## config.mk

```make
export PLATFORM = sky130hd
export DESIGN_NAME = context_sequencer
export DESIGN_NICKNAME = d
export VERILOG_FILES = /design/src/rtl/context_sequencer_pkg.sv /design/src/rtl/context_sequencer.sv
export SDC_FILE = /design/constraint.sdc
export NUM_CORES = 1
export LEC_CHECK = 0
export CORE_MARGIN = 2
export CORE_UTILIZATION = 47
export DETAILED_ROUTE_END_ITERATION = 10
export PLACE_DENSITY = 0.82
export SYNTH_ARGS = -nofsm -noshare
export SYNTH_HDL_FRONTEND = slang
export SYNTH_SLANG_ARGS = --single-unit
```

## constraint.sdc

```tcl
create_clock -name CLK_I -period 3.5 [get_ports CLK_I]
set_clock_uncertainty 0.15 [all_clocks]
set_input_delay 0.35 -clock CLK_I [delete_from_list [all_inputs] [get_ports CLK_I]]
set_output_delay 0.35 -clock CLK_I [all_outputs]
set_load 0.005 [all_outputs]
```

## src/rtl/context_sequencer_pkg.sv

```systemverilog
// Shared definitions for the context-memory read sequencer: address/word widths,
// default repeat-count width and the sequencer state encoding.
package context_sequencer_pkg;

    localparam int CONTEXT_ADDR_WIDTH = 6;
    localparam int CONTEXT_WIDTH      = 32;
    localparam int CONTEXT_LOOP_WIDTH = 8;

    typedef enum logic [1:0] {
        SEQ_IDLE  = 2'd0,
        SEQ_RUN   = 2'd1,
        SEQ_FLUSH = 2'd2
    } seq_state_t;

endpackage

```

## src/rtl/context_sequencer.sv

```systemverilog
// Purpose: walks an inclusive (optionally wrapping) address range on the context memory read port.
// Latency: first read one cycle after launch, data flagged one cycle after each read; DONE with the last VALID.
// Backpressure: STALL_I holds PC and drops EN_O combinationally. Repeat passes need macro CONTEXT_SEQ_LOOP_EN.
module context_sequencer
    import context_sequencer_pkg::*;
#(
    parameter int ADDR_WIDTH = CONTEXT_ADDR_WIDTH,
    parameter int LOOP_WIDTH = CONTEXT_LOOP_WIDTH
) (
    input  logic                  CLK_I,
    input  logic                  RST_N_I,
    input  logic                  START_I,
    input  logic [ADDR_WIDTH-1:0] START_ADDR_I,
    input  logic [ADDR_WIDTH-1:0] END_ADDR_I,
`ifdef CONTEXT_SEQ_LOOP_EN
    input  logic [LOOP_WIDTH-1:0] LOOP_COUNT_I,
`endif
    input  logic                  STALL_I,
    input  logic                  ABORT_I,
    output logic [ADDR_WIDTH-1:0] PC_O,
    output logic                  EN_O,
    output logic                  VALID_O,
    output logic                  BUSY_O,
    output logic                  DONE_O
);

    seq_state_t            state_q;
    seq_state_t            state_d;
    logic [ADDR_WIDTH-1:0] pc_q;
    logic [ADDR_WIDTH-1:0] start_q;
    logic [ADDR_WIDTH-1:0] end_q;
    logic                  valid_q;
    logic                  rd_en;
    logic                  at_end;
    logic                  loop_more;
    logic                  launch;

    assign launch = (state_q == SEQ_IDLE) && START_I;
    assign at_end = (pc_q == end_q);

`ifdef CONTEXT_SEQ_LOOP_EN
    logic [LOOP_WIDTH-1:0] loop_q;

    assign loop_more = (loop_q != '0);

    always_ff @(posedge CLK_I) begin
        if (!RST_N_I) begin
            loop_q <= '0;
        end else if (launch) begin
            loop_q <= LOOP_COUNT_I;
        end else if (rd_en && at_end && loop_more) begin
            loop_q <= loop_q - 1'b1;
        end
    end
`else
    // Single-pass build: the repeat count is permanently zero.
    localparam logic [LOOP_WIDTH-1:0] LOOP_NONE = '0;
    assign loop_more = (LOOP_NONE != '0);
`endif

    always_ff @(posedge CLK_I) begin
        if (!RST_N_I) begin
            state_q <= SEQ_IDLE;
        end else begin
            state_q <= state_d;
        end
    end

    // Abort wins over end-of-range; in IDLE it is ignored so a launch always proceeds.
    always_comb begin
        state_d = state_q;
        case (state_q)
            SEQ_IDLE: begin
                if (START_I) begin
                    state_d = SEQ_RUN;
                end
            end
            SEQ_RUN: begin
                if (ABORT_I) begin
                    state_d = SEQ_IDLE;
                end else if (rd_en && at_end && !loop_more) begin
                    state_d = SEQ_FLUSH;
                end
            end
            SEQ_FLUSH: begin
                state_d = SEQ_IDLE;
            end
            default: begin
                state_d = SEQ_IDLE;
            end
        endcase
    end

    always_comb begin
        rd_en  = 1'b0;
        BUSY_O = 1'b0;
        DONE_O = 1'b0;
        case (state_q)
            SEQ_RUN: begin
                rd_en  = ~STALL_I & ~ABORT_I;
                BUSY_O = 1'b1;
            end
            SEQ_FLUSH: begin
                BUSY_O = 1'b1;
                DONE_O = ~ABORT_I;
            end
            default: begin
                rd_en  = 1'b0;
            end
        endcase
    end

    // A wrap back to start costs no bubble: the reload happens on the same read as the end address.
    always_ff @(posedge CLK_I) begin
        if (!RST_N_I) begin
            pc_q    <= '0;
            start_q <= '0;
            end_q   <= '0;
            valid_q <= 1'b0;
        end else begin
            valid_q <= rd_en;
            if (launch) begin
                pc_q    <= START_ADDR_I;
                start_q <= START_ADDR_I;
                end_q   <= END_ADDR_I;
            end else if (rd_en) begin
                if (!at_end) begin
                    pc_q <= pc_q + 1'b1;
                end else if (loop_more) begin
                    pc_q <= start_q;
                end
            end
        end
    end

    assign PC_O    = pc_q;
    assign EN_O    = rd_en;
    assign VALID_O = valid_q;

endmodule

```

=== Yosys cells after proc, flatten, opt, wreduce, memory -nomap -nowiden ===
Cells that the tools add are included.

* Output and inout port bits: 10
* Input bits: 17
* Logic and storage cells: 31
* Bits in registers: 15

* Add/subtract/negate cells: 1
* Multiplexer cells: 10
* Reductions and logical operators: 7
* Bitwise operators: 3
* Equality and inequality tests: 6

{| class="wikitable"
|+ Operator list
! operator !! number
|-
| $mux 6 || 3
|-
| $add 6x1->6 const B || 1
|-
| $eq 6x6->1 || 1
|-
| $mux 2 || 3
|-
| $pmux 2 s2 || 1
|-
| $reduce_and 2->1 || 2
|-
| $mux 1 || 3
|-
| $ne 3x3->1 const B || 1
|-
| $eq 2x1->1 const B || 1
|-
| $eq 2x2->1 const B || 1
|-
| $logic_and 1x1->1 || 2
|-
| $logic_not 2->1 || 1
|-
| $ne 2x1->1 const B || 1
|-
| $ne 2x2->1 const B || 1
|-
| $not 1->1 || 2
|-
| $reduce_bool 2->1 || 1
|-
| $reduce_or 2->1 || 1
|-
| $and 1x1->1 || 1
|}

=== Longest topological paths before layout ===
Gate-level depths: netlist of the first run.

* Depth after elaboration: 7
* Gate-level depth with buffers: 7
* Depth with buffers taken out: 7

=== Worst setup path after synthesis of the first run ===
Ideal clock, no wire load.

* Path kind: flip-flop to flip-flop
* Start: register state_q[1]
* End: register pc_q[4], in the netlist PC_O[4]
* Library setup time: 74 ps
* Buffers on the path: 0
* Arrival: 1466 ps
* Path slack: 1810 ps
* Stages on the path, launching flop included: 8
* Data required time: 3276 ps
* Period minus slack after synthesis: 1690 ps
* Cell sequence: dfxtp_1 > inv_1 > ha_1 > nor2b_1 > and2b_2 > o21ai_2 > or3_1 > a31oi_1

* Word-level cells in the longest chain between the ends: 4
* Elaborated cells on any way between the ends: 8
* Classes of those cells: 2 x eq/ne; 2 x mux; 4 x reduce/logical

{| class="wikitable"
|+ Ends and longest elaborated chain
! item !! line !! source
|-
| start: declaration || context_sequencer.sv:27 || <nowiki>seq_state_t state_q;</nowiki>
|-
| start signal: assignment || context_sequencer.sv:65 || <nowiki>state_q <= state_d;</nowiki>
|-
| $eq 2x1->1 || context_sequencer.sv:98 || <nowiki>case (state_q)</nowiki>
|-
| $mux 1 || context_sequencer.sv:98 ||
|-
| net EN_O || context_sequencer.sv:21 || <nowiki>output logic EN_O,</nowiki>
|-
| $reduce_bool 2->1 (no source line) || - ||
|-
| $reduce_and 2->1 (no source line) || - ||
|-
| end signal: assignment || context_sequencer.sv:128 || <nowiki>pc_q <= pc_q + 1'b1;</nowiki>
|-
| end signal: assignment || context_sequencer.sv:130 || <nowiki>pc_q <= start_q;</nowiki>
|-
| end: declaration || context_sequencer.sv:29 || <nowiki>logic [ADDR_WIDTH-1:0] pc_q;</nowiki>
|}

The timed path passes the listed nets, and every way through them passes these cells.
A chain may end at the register's enable or synchronous reset.

=== Final worst setup path of the first run ===
* Start: register state_q[1]
* End: output EN_O

* Word-level cells in the longest chain between the ends: 2

{| class="wikitable"
|+ Ends and longest elaborated chain
! item !! line
|-
| $eq 2x1->1 || context_sequencer.sv:98
|-
| $mux 1 || context_sequencer.sv:98
|-
| end: declaration || context_sequencer.sv:21
|}

No other way between the ends.

==> flow_summary.json, run 1 <==
{
  "cpMaxStageDelayCell": "clkdlybuf4s50_1",
  "critPathKind": "flip-flop to output port",
  "grtUsageTotal_pct": 21.3,
  "hold_viol": 0,
  "synth-seq-cells": 15,
  "path_clk_slew_ns": 0.09,
  "power_density_nw_per_um2": 470,
  "yosys_warnings": 0,
  "path_max_fanout": 5,
  "critPathLaunchType": "flip-flop",
  "crit_arrival_ns": 1.85,
  "finalSetupViolCount": 0,
  "core.rowCount": 14,
  "endpoint_kind": "output port",
  "fin_nets": 141,
  "dieArea_um2": 2040,
  "synth_common_cells": "nand2_1, dfxtp_1, o21ai_0",
  "port_buffers": 26,
  "setup_ws_ns": 1.15,
  "peakVddDrop_v": 0.000269,
  "grt_pass1_vias": 700,
  "wirelength_um": 1790,
  "drc_errors": 0,
  "ctsHoldBuffers": 0,
  "finalCriticalPeriod_ns": 2.35,
  "relSlewSlack_pct": 64.1,
  "place_inst": 130,
  "layout-drive-gt1-share_pct": 6.78,
  "synthTopCellsByArea": "dfxtp_1, ha_1, nand2_1",
  "ys_types": 28,
  "multi_input_area_um2": 477,
  "syn-cell-area_um2": 796,
  "area_delta_synth_final_pct": 37.1,
  "cts-resized-gates": 0,
  "fmax_ghz": 0.426,
  "finalCritPeriodShare_pct": 67.1,
  "cts-buffers-inserted": 3,
  "initial_utilization_pct": 51.6,
  "detailed_place_hpwl_um": 1340,
  "clkLatencyLatePin_ns": 0.28,
  "synth_edf_count": 0,
  "utilization_pct": 70.8,
  "regArea_um2": 300,
  "tightest_slew_ns": 0.537,
  "gp_routability_congestion": 0.810,
  "fill_cells": 130,
  "ioPinCount": 27,
  "synth_fp_nets": 113,
  "status": "completed",
  "vias": 746,
  "critPathRequiredTime_ns": 3.00,
  "place_ws_ns": 1.28,
  "insertedDiodeCount": 0,
  "hold_class": "flip-flop to flip-flop",
  "clk_path_buf_depth": 2,
  "first_iter_violations": 13,
  "synth_top_area_share_pct": 37.7,
  "grt_pass1_wl_um": 3100,
  "finalSetupTns_ns": 0,
  "avgSynthCellArea_um2": 8.74,
  "ant_nets": 0,
  "drv_slew": 0,
  "cap_viol_max_count": 0,
  "synthCells": 91,
  "fp.dieH_um": 45.1,
  "grt_overflow": 0,
  "yosysTopAreaCell": "dfxtp_1",
  "post_cts_buffers": 0,
  "cts_tree": "yes",
  "seq_area_frac_synth_pct": 37.7,
  "cts-root-buf": "clkbuf_4",
  "die_width_um": 45.1,
  "crit_chain": "inv_1 > ha_1 > nor2b_1 > and2b_2 > clkdlybuf4s50_1",
  "first_pass_iters": 4,
  "synth_most_common_cell": "nand2_1",
  "max_stage_delay_ns": 0.51,
  "asyncSetResetFlopFracSynth_pct": 0,
  "grt_start_max_net_pins": 19,
  "cellLeakagePower_nw": 0.399,
  "rsz0062_at_grt": "false",
  "wl_per_cell_um": 13.4,
  "via_per_inst": 5.57,
  "synthFlopType": "dfxtp_1",
  "post_dp_cell_area_um2": 1060,
  "clkSinkCount": 15,
  "stdcell_count": 134,
  "htreeDepth": 1,
  "core_area_um2": 1540,
  "finalInstanceArea_um2": 1090,
  "grt_antenna_before_repair": 0
}
[cell type report]
type	instances	share of cell area, %
clock buffer	4	2.41
tap	16	1.83
sequential	15	27.5
multi-input combinational	71	43.7
inverter	2	0.688
timing repair buffer	26	23.9
[where the power goes]
part	total (mW)	switching, mW	internal [mW]
Combinational	0.187	0.0894	0.0977
Clock	0.100	0.0560	0.0443
Sequential	0.226	0.0290	0.197
Total	0.513	0.174	0.339
[cell usage in the layout, fill, tap and decap left out]
| master | synthesis | layout |
|---|---|---|
| xnor2_1 | 6 | 6 |
| dfxtp_1 | 15 | 15 |
| o211ai_1 | 2 | 2 |
| and2b_2 | 1 | 1 |
| xor2_1 | 3 | 3 |
| inv_1 | 2 | 2 |
| nor2b_1 | 4 | 4 |
| nor4_1 | 1 | 1 |
| clkdlybuf4s50_1 | 0 | 26 |
| and2_1 | 2 | 2 |
| and4_2 | 1 | 1 |
| nand4_2 | 1 | 1 |
| clkbuf_4 | 0 | 3 |
| o2111ai_1 | 1 | 1 |
| o21ai_0 | 8 | 8 |
| ha_1 | 5 | 5 |
| mux2i_1 | 1 | 1 |
| o221a_2 | 1 | 1 |
| nand2_1 | 16 | 16 |
| or3_1 | 1 | 1 |
| a21oi_1 | 4 | 4 |
| o31ai_1 | 1 | 1 |
| nor2_1 | 1 | 1 |
| o22ai_1 | 1 | 1 |
| nand3_1 | 1 | 1 |
| nand4_1 | 1 | 1 |
| o21ai_2 | 1 | 1 |
| a21boi_0 | 6 | 6 |
| a31oi_1 | 1 | 1 |
| clkbuf_1 | 3 | 1 |
[sequential cells by signal (all words and copies together), names as in the netlist]
signal / cells
PC_O: 6
end_q: 6
state_q: 2
VALID_O: 1
[stage by stage]
stage | hold slack (ns) | total power, mW
floorplan | 0.302 | 0.335
global placement | 0.319 | 0.410
detailed placement | 0.328 | 0.418
CTS | 0.340 | 0.517
global route | 0.364 | 0.552
finish | 0.335 | 0.513
[logic make-up (layout without fill, tap and decap cells)]
group | count (synthesis) | count (layout) | share of synthesized area, %
multiplexers | 1 | 1 | 1.26
adder cells (fa/ha/maj) | 5 | 5 | 7.86
buffers and inverters | 5 | 32 | 2.36
flip-flops | 15 | 15 | 37.7
AO/OA/AOI/OAI | 26 | 26 | 21.2
XOR/XNOR | 9 | 9 | 9.91
AND/OR/NAND/NOR | 30 | 30 | 19.7
[path summary, 6_finish.rpt]
| check | startpoint | endpoint | slack [ns] | depth (start not counted) |
|---|---|---|---|---|
| worst max-delay path | state_q[1] | EN_O | 1.15 | 5 |
| worst min-delay path | end_q[1] | end_q[1] | 0.33 | 2 |
| worst max register to register | state_q[1] | PC_O[4] | 1.60 | 7 |
| worst min register to register | end_q[1] | end_q[1] | 0.33 | 2 |
[critical path: cells and delay by family, from the launching register on]
| family | cells | cell delay (ns) |
|---|---|---|
| buffers and inverters | 2 | 0.62 |
| adder cells (fa/ha/maj) | 1 | 0.15 |
| AND/OR/NAND/NOR | 2 | 0.45 |
| flip-flops | 1 | 0.35 |
[routing by layer]
metal	wire [µm]	global-route usage (%)	share of wire (%)
met2	930	36.6	52
met3	101	6.00	5.6
met5	0	0	0
met4	34	8.82	1.9
met1	728	24.5	41
Note: power is estimated with default switching activity, not from simulation.
==> run 2: changes to the inputs <==
--- a/config.mk
+++ b/config.mk
@@ -6,9 +6,9 @@
 export NUM_CORES = 1
 export LEC_CHECK = 0
 export CORE_MARGIN = 2
-export CORE_UTILIZATION = 47
+export CORE_UTILIZATION = 44
 export DETAILED_ROUTE_END_ITERATION = 10
-export PLACE_DENSITY = 0.82
+export PLACE_DENSITY = 0.78
 export SYNTH_ARGS = -nofsm -noshare
 export SYNTH_HDL_FRONTEND = slang
 export SYNTH_SLANG_ARGS = --single-unit
==> constraint.sdc (replaced) <==
create_clock -name CLK_I -period 2.4 [get_ports CLK_I]
set_clock_uncertainty 0.15 [all_clocks]
set_input_delay 0.24 -clock CLK_I [delete_from_list [all_inputs] [get_ports CLK_I]]
set_output_delay 0.24 -clock CLK_I [all_outputs]
set_load 0.005 [all_outputs]
==> run 2 against run 1 <==
  * Register-to-register slack worse by 1.1 ns
  * First-iteration DRC count is 46% higher
  * Hold slack better by 0.0047 ns
  * Clock power is 42% higher
  * Sequential share of layout area is 0.31 points lower
  * Combinational power is 46% higher
  * Via count is 2.1% lower
  * Core utilization is 6.2 points lower
  * Die area is 6.2% higher
  * Cell area is 1.1% higher
  * Sequential power is 46% higher
  * Global-route usage is 3.4 points lower
  * Critical path type unchanged
  * Critical endpoint unchanged
==> flow_summary.json, run 2 (synthesis results as in run 1) <==
{
  "status": "completed",
  "finalInstanceArea_um2": 1100,
  "cts-resized-gates": 0,
  "area_delta_synth_final_pct": 38.7,
  "port_buffers": 26,
  "layout-drive-gt1-share_pct": 7.63,
  "gp_routability_congestion": 0.729,
  "worst_r2r_endpoint": "PC_O[4]",
  "drc_errors": 0,
  "rr_startpoint": "state_q[1]",
  "holdPathStages": 2,
  "holdPathEnd": "end_q[1]",
  "path_max_fanout": 5,
  "path_clk_slew_ns": 0.09,
  "mostFrequentLayoutCell": "clkdlybuf4s50_1",
  "cts-buffers-inserted": 3,
  "drv_slew": 0,
  "clk_path_buf_depth": 2,
  "switchingPower_uw": 252,
  "design_power_total_uw": 743,
  "ant_nets": 0,
  "die_width_um": 46.5,
  "grt_pass1_wl_um": 2670,
  "initial_utilization_pct": 46.6,
  "detailed_place_hpwl_um": 1280,
  "first_pass_iters": 4,
  "crit_arrival_ns": 1.80,
  "max_stage_delay_ns": 0.51,
  "hold_start": "end_q[1]",
  "relSlewSlack_pct": 64.0,
  "hold_class": "flip-flop to flip-flop",
  "fin_nets": 141,
  "crit_chain": "inv_1 > ha_1 > nor2b_1 > and2b_2 > clkdlybuf4s50_1",
  "peakVddDrop_v": 0.000390,
  "endpoint_kind": "output port",
  "p_seq_share_pct": 44.2,
  "fin_hold_ws_ns": 0.339,
  "finalCriticalPeriod_ns": 2.19,
  "power_density_nw_per_um2": 674,
  "cellLeakagePower_nw": 0.402,
  "r2r_setup_slack_ns": 0.54,
  "netSwitchingFraction_pct": 33.9,
  "finalSetupTns_ns": 0,
  "critPathKind": "flip-flop to output port",
  "clkSinkCount": 15,
  "grt_start_max_net_pins": 19,
  "r2r_cells": 7,
  "wirelength_um": 1690,
  "post_dp_cell_area_um2": 1080,
  "cts-root-buf": "clkbuf_4",
  "cts_tree": "yes",
  "cpMaxStageDelayCell": "clkdlybuf4s50_1",
  "critPathLaunchType": "flip-flop",
  "insertedDiodeCount": 0,
  "power_frac_comb_pct": 36.7,
  "internal_power_uw": 492,
  "cpLargestDelayFamily": "buffers and inverters",
  "rsz0062_at_grt": "false",
  "final_cell_mix": "clkdlybuf4s50_1, nand2_1, dfxtp_1",
  "wl_per_cell_um": 11.8,
  "clkPwrFrac_pct": 19.2,
  "hold_viol": 0,
  "tightest_slew_ns": 0.535,
  "ctsHoldBuffers": 0,
  "vias": 730,
  "core.rowCount": 15,
  "clkLatencyLatePin_ns": 0.28,
  "post_cts_buffers": 0,
  "critPathRequiredTime_ns": 2.01,
  "grt_pass1_vias": 633,
  "grt_antenna_before_repair": 0,
  "first_iter_violations": 19,
  "fmax_ghz": 0.456,
  "finalSetupViolCount": 0,
  "via_per_inst": 5.10,
  "ioPinCount": 27,
  "grt_overflow": 0,
  "critPathBufInv": 2,
  "dieArea_um2": 2160,
  "fill_cells": 144,
  "cap_viol_max_count": 0,
  "core_area_um2": 1710,
  "utilization_pct": 64.6,
  "finalCritPeriodShare_pct": 91.4,
  "grtUsageTotal_pct": 17.9,
  "htreeDepth": 1,
  "fp.dieH_um": 46.5
}
run 2: cell types whose count changed in the layout (fill, tap and decap cells not counted):
cell / previous run / this run
clkinv_2: 0 / 1
clkbuf_1: 1 / 0
run 2: power groups by stage:
stage / Clock, mW / Combinational, mW / Sequential, mW
after CTS: 0.146 / 0.275 / 0.329
after global placement: 0 / 0.265 / 0.333
after floorplan: 0 / 0.161 / 0.327
final: 0.142 / 0.273 / 0.329
after global routing: 0.163 / 0.304 / 0.335
after detailed placement: 0 / 0.273 / 0.335
run 2: layout make-up:
class                   instances  area, µm²  share of cell area [%]
well taps                      25       31.3                    2.83
clock inverters                 1       5.00                   0.454
clock buffers                   3       22.5                    2.04
flip-flops and latches         15        300                    27.2
inverters                       2       7.51                   0.680
multi-input cells              71        477                    43.2
repair buffers                 26        260                    23.6
run 2: layer usage:
| metal | up-vias | routed length [µm] | global-route usage [%] |
|---|---|---|---|
| met3 | 2 | 116 | 8.24 |
| met5 | - | 0 | 0 |
| li1 | 377 | - | - |
| met4 | 0 | 12 | 7.43 |
| met2 | 20 | 799 | 27.8 |
| met1 | 331 | 761 | 21.1 |
run 2: how the worst max path moves through the flow:
stage / depth (start not counted) / endpoint / slack (ns) / from
after global routing: 5 / EN_O / 0.05 / state_q[1]
final: 5 / EN_O / 0.21 / state_q[1]
after CTS: 5 / EN_O / 0.20 / state_q[1]
after detailed placement: 4 / EN_O / 0.44 / ABORT_I
after floorplan: 7 / PC_O[4] / 0.71 / state_q[1]
after global placement: 4 / EN_O / 0.44 / ABORT_I
run 2: metrics by stage:
stage                     setup WS [ns]  std cells
final                             0.207        143
after global routing             0.0480        143
after CTS                         0.200        143
after detailed placement          0.436        139
after global placement            0.440        139
after floorplan                   0.710         91
run 2: worst reg2reg max path: cells and delay by family, from the launching register on:
family | cells | cell delay, ns
buffers and inverters | 1 | 0.10
flip-flops | 1 | 0.34
AO/OA/AOI/OAI | 2 | 0.27
adder cells (fa/ha/maj) | 1 | 0.16
AND/OR/NAND/NOR | 3 | 0.77
==> run 3: changes to the inputs <==
--- a/config.mk
+++ b/config.mk
@@ -5,10 +5,11 @@
 export SDC_FILE = /design/constraint.sdc
 export NUM_CORES = 1
 export LEC_CHECK = 0
+export ABC_CLOCK_PERIOD_IN_PS = 2400
 export CORE_MARGIN = 2
 export CORE_UTILIZATION = 44
 export DETAILED_ROUTE_END_ITERATION = 10
-export PLACE_DENSITY = 0.78
+export PLACE_DENSITY = 0.81
 export SYNTH_ARGS = -nofsm -noshare
 export SYNTH_HDL_FRONTEND = slang
 export SYNTH_SLANG_ARGS = --single-unit
==> run 3 against run 2 <==
  * Die area did not move
  * Non-clock buffer count did not move
  * Cell count did not move
  * Sequential share of layout area barely moved
  * Clock power rose by 6%
  * Largest cell class unchanged
  * Fmax rose by 0.29%
==> flow_summary.json, run 3 (synthesis results as in run 1) <==
{
  "status": "completed",
  "path_clk_slew_ns": 0.09,
  "power_frac_comb_pct": 36.1,
  "cts-buffers-inserted": 3,
  "finalSetupViolCount": 0,
  "grt_overflow": 0,
  "r2r_cells": 7,
  "crit_arrival_ns": 1.80,
  "finalCriticalPeriod_ns": 2.19,
  "htreeDepth": 1,
  "initial_utilization_pct": 46.6,
  "vias": 738,
  "cts-root-buf": "clkbuf_4",
  "grt_pass1_wl_um": 2840,
  "ioPinCount": 27,
  "finalSetupTns_ns": 0,
  "switchingPower_uw": 256,
  "first_iter_violations": 14,
  "grt_antenna_before_repair": 0,
  "layout-drive-gt1-share_pct": 6.78,
  "cts-resized-gates": 0,
  "rsz0062_at_grt": "false",
  "grt_pass1_vias": 678,
  "finalCritPeriodShare_pct": 91.1,
  "fin_hold_ws_ns": 0.337,
  "regArea_um2": 300,
  "stdcell_count": 143,
  "via_per_inst": 5.16,
  "gp_routability_congestion": 0.744,
  "critPathRequiredTime_ns": 2.01,
  "cellLeakagePower_nw": 0.399,
  "mostFrequentLayoutCell": "clkdlybuf4s50_1",
  "clkSinkCount": 15,
  "netSwitchingFraction_pct": 34.1,
  "drv_slew": 0,
  "fmax_ghz": 0.457,
  "multi_input_area_um2": 477,
  "die_width_um": 46.5,
  "internal_power_uw": 495,
  "post_cts_buffers": 0,
  "clkPwrFrac_pct": 20.0,
  "area_delta_synth_final_pct": 38.5,
  "port_buffers": 26,
  "worst_r2r_endpoint": "PC_O[4]",
  "ctsHoldBuffers": 0,
  "cts_tree": "yes",
  "path_max_fanout": 5,
  "hold_class": "flip-flop to flip-flop",
  "hold_start": "end_q[5]",
  "fp.dieH_um": 46.5,
  "clkLatencyLatePin_ns": 0.29,
  "final_cell_mix": "clkdlybuf4s50_1, nand2_1, dfxtp_1",
  "wirelength_um": 1740,
  "fin_nets": 141,
  "ant_nets": 0,
  "grt_start_max_net_pins": 19,
  "detailed_place_hpwl_um": 1330,
  "utilization_pct": 64.5,
  "critPathKind": "flip-flop to output port",
  "fill_cells": 144,
  "p_seq_share_pct": 43.8,
  "holdPathEnd": "end_q[5]",
  "power_density_nw_per_um2": 681,
  "holdPathStages": 2,
  "cap_viol_max_count": 0,
  "place_inst": 139,
  "wl_per_cell_um": 12.2,
  "drc_errors": 0,
  "insertedDiodeCount": 0,
  "grtUsageTotal_pct": 19.7,
  "core.rowCount": 15,
  "clk_path_buf_depth": 2,
  "endpoint_kind": "output port",
  "peakVddDrop_v": 0.000429,
  "critPathLaunchType": "flip-flop",
  "relSlewSlack_pct": 65.6,
  "tightest_slew_ns": 0.511,
  "hold_viol": 0,
  "r2r_setup_slack_ns": 0.48,
  "rr_startpoint": "state_q[1]",
  "core_area_um2": 1710,
  "first_pass_iters": 4,
  "dieArea_um2": 2160
}
## run 3: changes by cell type in the layout (fill, tap and decap cells not counted)
cell	delta
clkinv_2	-1
clkbuf_1	+1
## run 3: how the worst max path moves through the flow
| stage | startpoint | end | slack [ns] | cells after the start |
|---|---|---|---|---|
| final | state_q[1] | EN_O | 0.21 | 5 |
| after floorplan | state_q[1] | PC_O[4] | 0.71 | 7 |
| after CTS | state_q[1] | EN_O | 0.20 | 5 |
| after global placement | ABORT_I | EN_O | 0.45 | 4 |
| after global routing | state_q[1] | EN_O | 0.10 | 5 |
| after detailed placement | ABORT_I | PC_O[4] | 0.41 | 6 |
## run 3: area by class of cell
| type | instances | area share (%) |
|---|---|---|
| multi-input combinational | 71 | 43.2 |
| sequential | 15 | 27.2 |
| timing repair buffer | 26 | 23.6 |
| tap | 25 | 2.84 |
| clock buffer | 4 | 2.38 |
| inverter | 2 | 0.681 |
## run 3: worst max-delay path, stage by stage (launching register included)
cell,delay (ns)
dfxtp_1,0.34
inv_1,0.11
ha_1,0.15
nor2b_1,0.18
and2b_2,0.22
clkdlybuf4s50_1,0.51
## run 3: power groups by stage
stage	logic, mW	registers [mW]	clock network, mW
finish	0.271	0.329	0.150
CTS	0.276	0.329	0.152
floorplan	0.161	0.327	0
global route	0.309	0.335	0.162
detailed placement	0.274	0.335	0
global placement	0.265	0.333	0
## run 3: through the flow
step | area (µm²) | power, mW | setup slack, ns
3_3_place_gp | 1080 | 0.598 | 0.448
3_5_place_dp | 1080 | 0.609 | 0.408
6_report | 1100 | 0.750 | 0.213
5_1_grt | 1100 | 0.806 | 0.104
2_1_floorplan | 796 | 0.488 | 0.710
4_1_cts | 1100 | 0.757 | 0.204
## run 3: routing by layer
metal / routed length (µm) / part of all wire (%) / GRT usage, % / up-vias
li1: - / - / - / 373
met1: 752 / 43 / 22.1 / 342
met2: 861 / 50 / 33.1 / 18
met3: 75 / 4.3 / 4.71 / 5
met4: 48 / 2.8 / 12.0 / 0
met5: 0 / 0 / 0 / -
